### src/rtl/syscall_input_unit.sv
// syscall_input_unit: buffers console input bytes and services read_char / read_int syscalls,
// stalling the pipeline until a 32-bit result is ready for write-back.
module syscall_input_unit #(
    parameter int          FIFO_DEPTH        = 8,
    parameter logic [31:0] SYSCALL_READ_INT  = 32'd5,
    parameter logic [31:0] SYSCALL_READ_CHAR = 32'd12
) (
    input  logic        clock,
    input  logic        reset,
    input  logic        is_syscall,
    input  logic [31:0] syscall_funct,
    input  logic        in_valid,
    input  logic [7:0]  in_data,
    output logic        in_ready,
    output logic        stall,
    output logic        result_valid,
    output logic [31:0] result,
    output logic        parse_error
);
    localparam int AW = $clog2(FIFO_DEPTH);

    typedef enum logic [2:0] {IDLE, CHAR, INT_START, INT_DIGITS, DONE} state_t;

    state_t      state, state_n;
    logic [7:0]  mem [FIFO_DEPTH];
    logic [AW-1:0] wr_ptr, rd_ptr;
    logic [AW:0] count;
    logic [31:0] acc, acc_n, result_n, digit;
    logic [7:0]  head;
    logic        neg, neg_n, err, err_n, pop, push, empty;
    logic        is_read, is_digit, is_space;

    assign empty    = count == '0;
    assign in_ready = (count != (AW+1)'(FIFO_DEPTH)) && !reset;
    assign push     = in_valid && in_ready;
    assign head     = mem[rd_ptr];
    // ASCII digits 0x30..0x39 carry their value in the low nibble
    assign digit    = {28'd0, head[3:0]};
    assign is_digit = head >= 8'h30 && head <= 8'h39;
    assign is_space = head == 8'h20 || head == 8'h09 || head == 8'h0A || head == 8'h0D;
    assign is_read  = is_syscall && (syscall_funct == SYSCALL_READ_INT || syscall_funct == SYSCALL_READ_CHAR);

    assign stall        = !reset && ((state == IDLE && is_read) || state == CHAR ||
                                     state == INT_START || state == INT_DIGITS);
    assign result_valid = !reset && state == DONE;
    assign parse_error  = result_valid && err;

    always_comb begin
        state_n  = state;
        acc_n    = acc;
        neg_n    = neg;
        err_n    = err;
        result_n = result;
        pop      = 1'b0;
        case (state)
            IDLE: begin
                if (is_syscall && syscall_funct == SYSCALL_READ_CHAR) begin
                    state_n = CHAR;
                end else if (is_syscall && syscall_funct == SYSCALL_READ_INT) begin
                    acc_n   = '0;
                    neg_n   = 1'b0;
                    state_n = INT_START;
                end
            end
            CHAR: begin
                if (!empty) begin
                    pop      = 1'b1;
                    result_n = {24'd0, head};
                    state_n  = DONE;
                end
            end
            INT_START: begin
                if (!empty) begin
                    pop = 1'b1;
                    if (is_digit) begin
                        acc_n   = digit;
                        state_n = INT_DIGITS;
                    end else if (head == 8'h2D) begin
                        neg_n   = 1'b1;
                        state_n = INT_DIGITS;
                    end else if (head == 8'h2B) begin
                        state_n = INT_DIGITS;
                    end else if (!is_space) begin
                        result_n = '0;
                        err_n    = 1'b1;
                        state_n  = DONE;
                    end
                end
            end
            INT_DIGITS: begin
                if (!empty) begin
                    pop = 1'b1;
                    if (is_digit) begin
                        acc_n = (acc << 3) + (acc << 1) + digit;
                    end else begin
                        result_n = neg ? ~acc + 32'd1 : acc;
                        state_n  = DONE;
                    end
                end
            end
            DONE: begin
                err_n   = 1'b0;
                state_n = IDLE;
            end
            default: state_n = IDLE;
        endcase
    end

    always_ff @(posedge clock) begin
        if (reset) begin
            state  <= IDLE;
            wr_ptr <= '0;
            rd_ptr <= '0;
            count  <= '0;
            acc    <= '0;
            neg    <= 1'b0;
            err    <= 1'b0;
            result <= '0;
        end else begin
            state  <= state_n;
            acc    <= acc_n;
            neg    <= neg_n;
            err    <= err_n;
            result <= result_n;
            if (push) begin
                mem[wr_ptr] <= in_data;
                wr_ptr      <= wr_ptr + AW'(1);
            end
            if (pop) rd_ptr <= rd_ptr + AW'(1);
            count <= count + (AW+1)'(push) - (AW+1)'(pop);
        end
    end
endmodule

### config.mk
export PLATFORM = sky130hd
export DESIGN_NAME = syscall_input_unit
export DESIGN_NICKNAME = d
export VERILOG_FILES = /design/src/rtl/syscall_input_unit.sv
export SDC_FILE = /design/constraint.sdc
export NUM_CORES = 1
export LEC_CHECK = 0
export ABC_AREA = 1
export ABC_CLOCK_PERIOD_IN_PS = 4460
export BUFFER_PORTS_ARGS = -buffer_cell sky130_fd_sc_hd__buf_2
export CAP_MARGIN = 20
export CORE_MARGIN = 1.5
export CORE_UTILIZATION = 50
export DETAILED_ROUTE_END_ITERATION = 10
export PLACE_DENSITY = 0.79
export SLEW_MARGIN = 25
export SYNTH_ARGS = -nofsm -noshare
export SYNTH_HDL_FRONTEND = slang
export SYNTH_SLANG_ARGS = --single-unit
### constraint.sdc
create_clock -name clock -period 4.46 [get_ports clock]
set_clock_uncertainty 0.15 [all_clocks]
set_input_delay 0.223 -clock clock [delete_from_list [all_inputs] [get_ports clock]]
set_output_delay 0.223 -clock clock [all_outputs]
set_load 0.1 [all_outputs]
Word level (Yosys, flattened, before mapping)
Memories as Yosys holds them, arrays and structs flattened. A register that Yosys moved wholly into a read port is not among the register bits. Index checks and enable logic that the tools add are counted.

Output and inout bits: 36. Memories: 1. Word-level logic and storage cells: 124. RAM bits: 64. Bits in registers: 79. Bits of input ports: 44.

Memory list: mem (words 8, bits a word 8, rd ports 1, clocked after Yosys merged registers in 1, wr ports 1, RTL line 25) `logic [7:0] mem [FIFO_DEPTH];`.

Reductions and logical operators: 30. Add/sub/neg operators: 7. Magnitude comparators: 2. Mux-type cells: 47. Equal/unequal tests: 28. Bitwise logic cells: 1.

Operator list (number): $mux W32 (15); $pmux W32 S3 (2); $mux W3 (12); $add A32 B1 Y32 const B (1); $add A32 B32 Y32 (1); $add A32 B4 Y32 (1); $eq A32 B3 Y1 const B (1); $eq A32 B4 Y1 const B (1); $not A32 Y32 (1); $eq A8 B4 Y1 const B (3); $eq A8 B6 Y1 const B (3); $ne A2 B2 Y1 const B (11); $reduce_and A6 Y1 (3); $mux W1 (15); $pmux W3 S4 (1); $logic_and A1 B1 Y1 (10); $reduce_and A9 Y1 (1); $ge A8 B6 Y1 const B (1); $le A8 B6 Y1 const B (1); $logic_or A1 B1 Y1 (7); $reduce_and A7 Y1 (1); $add A3 B1 Y3 const B (2); $eq A3 B2 Y1 const B (2); $reduce_bool A3 Y1 (2); other kinds (14) (17).

Depth between registers and ports, before layout
Depth after elaboration: 10. Mapped depth: 23. Gate-level depth less buffers: 21.

Least setup slack after synthesis
No wires, ideal clock.

Path kind: flip-flop to flip-flop. Start: reg count[1]. End: reg count[2]. Data arrival time: 3.725 ns. Stages on the path, launching flop included: 11. Library setup time: 0.128 ns. Period minus slack after synthesis: 4.003 ns. Slack: 0.457 ns. Path buffers: 0. Data required time: 4.182 ns. Cell sequence: dfxtp_1 inv_1 a31oi_1 nand2_1 ha_1 inv_1 ha_1 inv_1 fa_1 xor2_1 nor2_1.

Cells in the longest elaborated chain, start to end: 5. Elaborated cells between the ends (all ways): 8. Those cells by class: add/sub (2); eq/ne (1); mux (2); reduce/logical (3).

RTL lines: from (decl) (RTL line 27) `logic [AW:0] count;`; from (signal assigned) (RTL line 130) `count <= count + (AW+1)'(push) - (AW+1)'(pop);`; $ne A4 B4 Y1 (RTL line 34) `assign in_ready = (count != (AW+1)'(FIFO_DEPTH)) && !reset;`; $logic_and A1 B1 Y1 (RTL line 34); via in_ready (RTL line 14) `output logic in_ready,`; $logic_and A1 B1 Y1 (RTL line 35) `assign push = in_valid && in_ready;`; $add A4 B1 Y4 (RTL line 130); $sub A4 B1 Y4 (RTL line 130).

The timed path passes the listed nets, and every way through them passes these cells. A chain may end at the register's enable or synchronous reset.

==> metrics.md <==
| Metric | Value |
|---|---|
| Result of the run | `completed` |
| X dimension of the die | `147 µm` |
| Syn Inst Count | `1490` |
| Vertical die dimension | `147 µm` |
| Core Box Area | `20200 µm²` |
| Number of global-route vias before repair | `8805` |
| Drt initial violations | `825` |
| Max Clk Rate | `0.252 GHz` |
| Sequential-to-total area share from yosys stat | `0.344` |
| Initial antenna violation count | `0` |
| Die ar. | `21600 µm²` |
| Sum of routed wire length over all layers | `25800 µm` |
| Row cnt | `52` |
| Resized cells post-CTS | `0` |
| Area delta synth->final | `11.0%` |
| Transition time at the pin with the least slew margin | `932 ps` |
| Fraction of final layout cells sized beyond drive strength 1 | `0.122` |
| Clock tree from TritonCTS | `yes` |
| Top flip-flop cell by instance count after synthesis | `sky130_fd_sc_hd__dfxtp_1` |
| Fraction of the mapped netlist area in adder cells | `0.0868` |
| Post-synthesis compound-gate area fraction | `0.0879` |
| Cell Area, Synth | `10300 µm²` |
| Launch point of the worst hold path | `in_valid` |
| Detailed-routing iteration count for the pre-antenna-repair pass | `5` |
| Fraction of registers with async set/reset | `0` |
| Placed Area | `10800 µm²` |
| Leakage power | `0.00575 µW` |
| Final ANT Viol Nets | `0` |
| Synth top cells by count | `394 x sky130_fd_sc_hd__nand2_1, 210 x sky130_fd_sc_hd__inv_1, 176 x sky130_fd_sc_hd__nor2_1` |
| Number of different library cells in the post-synthesis netlist | `43` |
| Number of nets in the finished design | `1668` |
| Mean Syn Cell Area | `6.94 µm²` |
| Area share of the largest cell type after synthesis | `0.186` |
| CTS H-tree depth | `4` |
| Number of setup buffers added after CTS | `0` |
| Maximum number of pins on one net before global-route repair | `44` |
| Maximum ir drop on the vdd rail | `349 µV` |
| Total of warnings raised by yosys | `0` |
| Leading area contributor after synthesis | `sky130_fd_sc_hd__edfxtp_1` |
| Most frequently used cell type in the post-synthesis netlist | `sky130_fd_sc_hd__nand2_1` |
| Number of max-cap violations | `0` |
| Endpoint type of the worst setup path | `flop` |
| Count of port buffers added during placement | `79` |
| Buffer depth of the longest clock path | `2` |
| Final number of max-transition violations | `0` |
| Share of synthesized area spent on multiplexers | `0` |
| Effective utilization at floorplan | `0.511` |
| GP Congestion | `0.921` |
| Final setup TNS | `0 ps` |
| Root Buffer Master | `sky130_fd_sc_hd__clkbuf_16` |
| Final Hold Fails | `0` |
| # DRC | `0` |
| Number of buffers created by CTS | `17` |
| Setup repair after global routing missed its margin | `no` |
| Total of endpoints with negative setup slack in the final report | `0` |
| Number of flops mapped to enable cells by yosys | `64` |
| Max FO, Critical Path | `21` |
| Main combinational cell family by area after synthesis | `simple AND/OR/NAND/NOR gates` |
| Rel. slew slack | `0.376` |
| Tcrit/Tclk final | `0.889` |
| Post-Place Cells | `1797` |
| Vias per cell | `5.31` |
| Leading cell types by total area after synthesis | `sky130_fd_sc_hd__edfxtp_1 19%, sky130_fd_sc_hd__dfxtp_1 16%, sky130_fd_sc_hd__nand2_1 14%` |
| Wire length per cell | `14.1 µm` |
| Antenna Diode Count | `0` |
| Clk slew on worst S/H paths | `70 ps` |
| Final design area excluding fillers | `11500 µm²` |
| Register bit total from synthesis | `146` |
| Final HPWL DP | `18800 µm` |
| Filler-free cell count of the finished design | `1837` |
| Critical path class | `flop to flop` |
| Gr usage total | `0.241` |
| Number of placed I/O pins | `80` |
| Mapped Nets | `1604` |
| Residual overflow from global routing | `0` |
| Synthesized-area fraction occupied by and/or/nand/nor cells | `0.346` |
| Path class of the lowest-slack min-delay path | `primary input to flop` |
| Xor/xnor cell area share of the yosys netlist | `0.0195` |
| Data required time of the worst path | `4670 ps` |
| Insertion delay to the later sink of the worst-skew pair | `440 ps` |
| Arrival time reported for the critical path endpoint | `4170 ps` |
| Pwr/cell area | `605 nW/µm²` |
| Detailed-route via count | `9758` |
| Number of sinks handled by clock tree synthesis | `146` |
| Min Clock Period, post-route | `3960 ps` |
| Crit start category | `flop` |
| First-pass GRT wire length | `42400 µm` |
==> repair_timing <==
| item | in CTS | in global routing |
|---|---|---|
| hold buffers | 8 | 0 |
| endpoints found under the setup margin | 0 | 0 |
| hold endpoints to repair | 64 | 0 |
==> through the flow <==
stage / total power [µW] / setup slack (ps) / hold slack, ps / utilization
floorplan: 5010 / 457 / 172 / -
global placement: 5470 / 698 / 291 / 0.535
detailed placement: 5540 / 592 / 310 / 0.535
CTS: 6950 / 515 / 34.9 / 0.567
global route: 7430 / 200 / 63.9 / 0.567
finish: 6950 / 497 / 44.3 / 0.567
==> cell families after synthesis <==
group | Yosys count
compound gates | 162
fa+ha+maj | 70
xor+xnor | 23
simple gates | 804
buf+inv | 285
flops | 146
==> worst max-delay path, stage by stage, from the launching register on <==
cell and delay, ps:
sky130_fd_sc_hd__dfxtp_1 640, sky130_fd_sc_hd__buf_4 340, sky130_fd_sc_hd__nand2_1 80, sky130_fd_sc_hd__nand3_1 80, sky130_fd_sc_hd__nand2_1 60, sky130_fd_sc_hd__nand2_1 80, sky130_fd_sc_hd__nand2_2 100, sky130_fd_sc_hd__inv_2 100
sky130_fd_sc_hd__fa_1 470, sky130_fd_sc_hd__fa_1 490, sky130_fd_sc_hd__o21ai_0 360, sky130_fd_sc_hd__nand2_1 90, sky130_fd_sc_hd__nand2_1 150, sky130_fd_sc_hd__nand2_1 60, sky130_fd_sc_hd__nand2_1 120, sky130_fd_sc_hd__nand3_1 90
sky130_fd_sc_hd__nand3_1 100, sky130_fd_sc_hd__or2_2 120, sky130_fd_sc_hd__nand3_2 60, sky130_fd_sc_hd__a21oi_1 140
==> area by class of cell <==
cell class	count	area, µm²
Tap cell	270	338
Multi-Input combinational cell	1059	5600
Fill cell	1876	8750
Clock buffer	19	443
Inverter	236	891
Sequential cell	146	3560
Clock inverter	13	124
Timing Repair Buffer	94	528
==> registers in the layout, summed over array words and instances, names as in the netlist, named ones only <==
| register | flops |
|---|---|
| count | 4 |
| state | 3 |
| result | 32 |
| neg | 1 |
| acc | 32 |
| rd_ptr | 3 |
| err | 1 |
| wr_ptr | 3 |
| mem | 64 |
==> metal layers <==
metal  track usage  up-vias  wire (µm)
met3        0.0342       34       1800
met5             0        -          0
met2         0.394      362      11700
met4        0.0646        0        385
met1         0.335     4437      12000
li1              -     4925          -
==> layout by cell type (no fill, tap or decap), types with 6 or more instances in the layout <==
master,Yosys,layout
sky130_fd_sc_hd__ha_1,67,67
sky130_fd_sc_hd__nand2_2,10,10
sky130_fd_sc_hd__o211ai_1,9,9
sky130_fd_sc_hd__o21ai_0,37,37
sky130_fd_sc_hd__buf_2,11,79
sky130_fd_sc_hd__a21oi_1,80,80
sky130_fd_sc_hd__nand2_1,394,394
sky130_fd_sc_hd__nand4_1,47,47
sky130_fd_sc_hd__clkbuf_16,0,17
sky130_fd_sc_hd__nor2_1,176,175
sky130_fd_sc_hd__nor3_1,14,14
sky130_fd_sc_hd__dlygate4sd3_1,0,8
sky130_fd_sc_hd__a21o_1,9,9
sky130_fd_sc_hd__a31oi_1,9,9
sky130_fd_sc_hd__or2_2,14,14
sky130_fd_sc_hd__xor2_1,16,16
sky130_fd_sc_hd__inv_2,23,23
sky130_fd_sc_hd__buf_4,5,7
sky130_fd_sc_hd__nand3_2,10,10
sky130_fd_sc_hd__nand3b_1,8,8
sky130_fd_sc_hd__nand2_4,11,11
sky130_fd_sc_hd__dfxtp_1,82,82
sky130_fd_sc_hd__nand3_1,112,112
sky130_fd_sc_hd__a21boi_0,6,6
sky130_fd_sc_hd__xnor2_1,7,7
sky130_fd_sc_hd__edfxtp_1,64,64
sky130_fd_sc_hd__inv_1,210,210
==> path summary, 6_finish.rpt <==
| check | to | slack [ps] | depth (start not counted) |
|---|---|---|---|
| setup / recovery | acc[28]$_SDFFE_PP0P_ | 500 | 19 |
| hold / removal | wr_ptr[1]$_SDFFE_PP0P_ | 40 | 3 |
| setup reg to reg | acc[28]$_SDFFE_PP0P_ | 500 | 19 |
| hold reg to reg | err$_SDFFE_PP0P_ | 320 | 2 |
==> power by group <==
| group | switching [µW] | total, µW | internal, µW | leakage (µW) |
|---|---|---|---|---|
| registers | 132 | 1740 | 1610 | 0.00125 |
| clock network | 602 | 1390 | 789 | 0.000268 |
| logic | 2850 | 3820 | 966 | 0.00424 |
| total | 3580 | 6950 | 3370 | 0.00575 |
(Power assumes the default switching activity.)
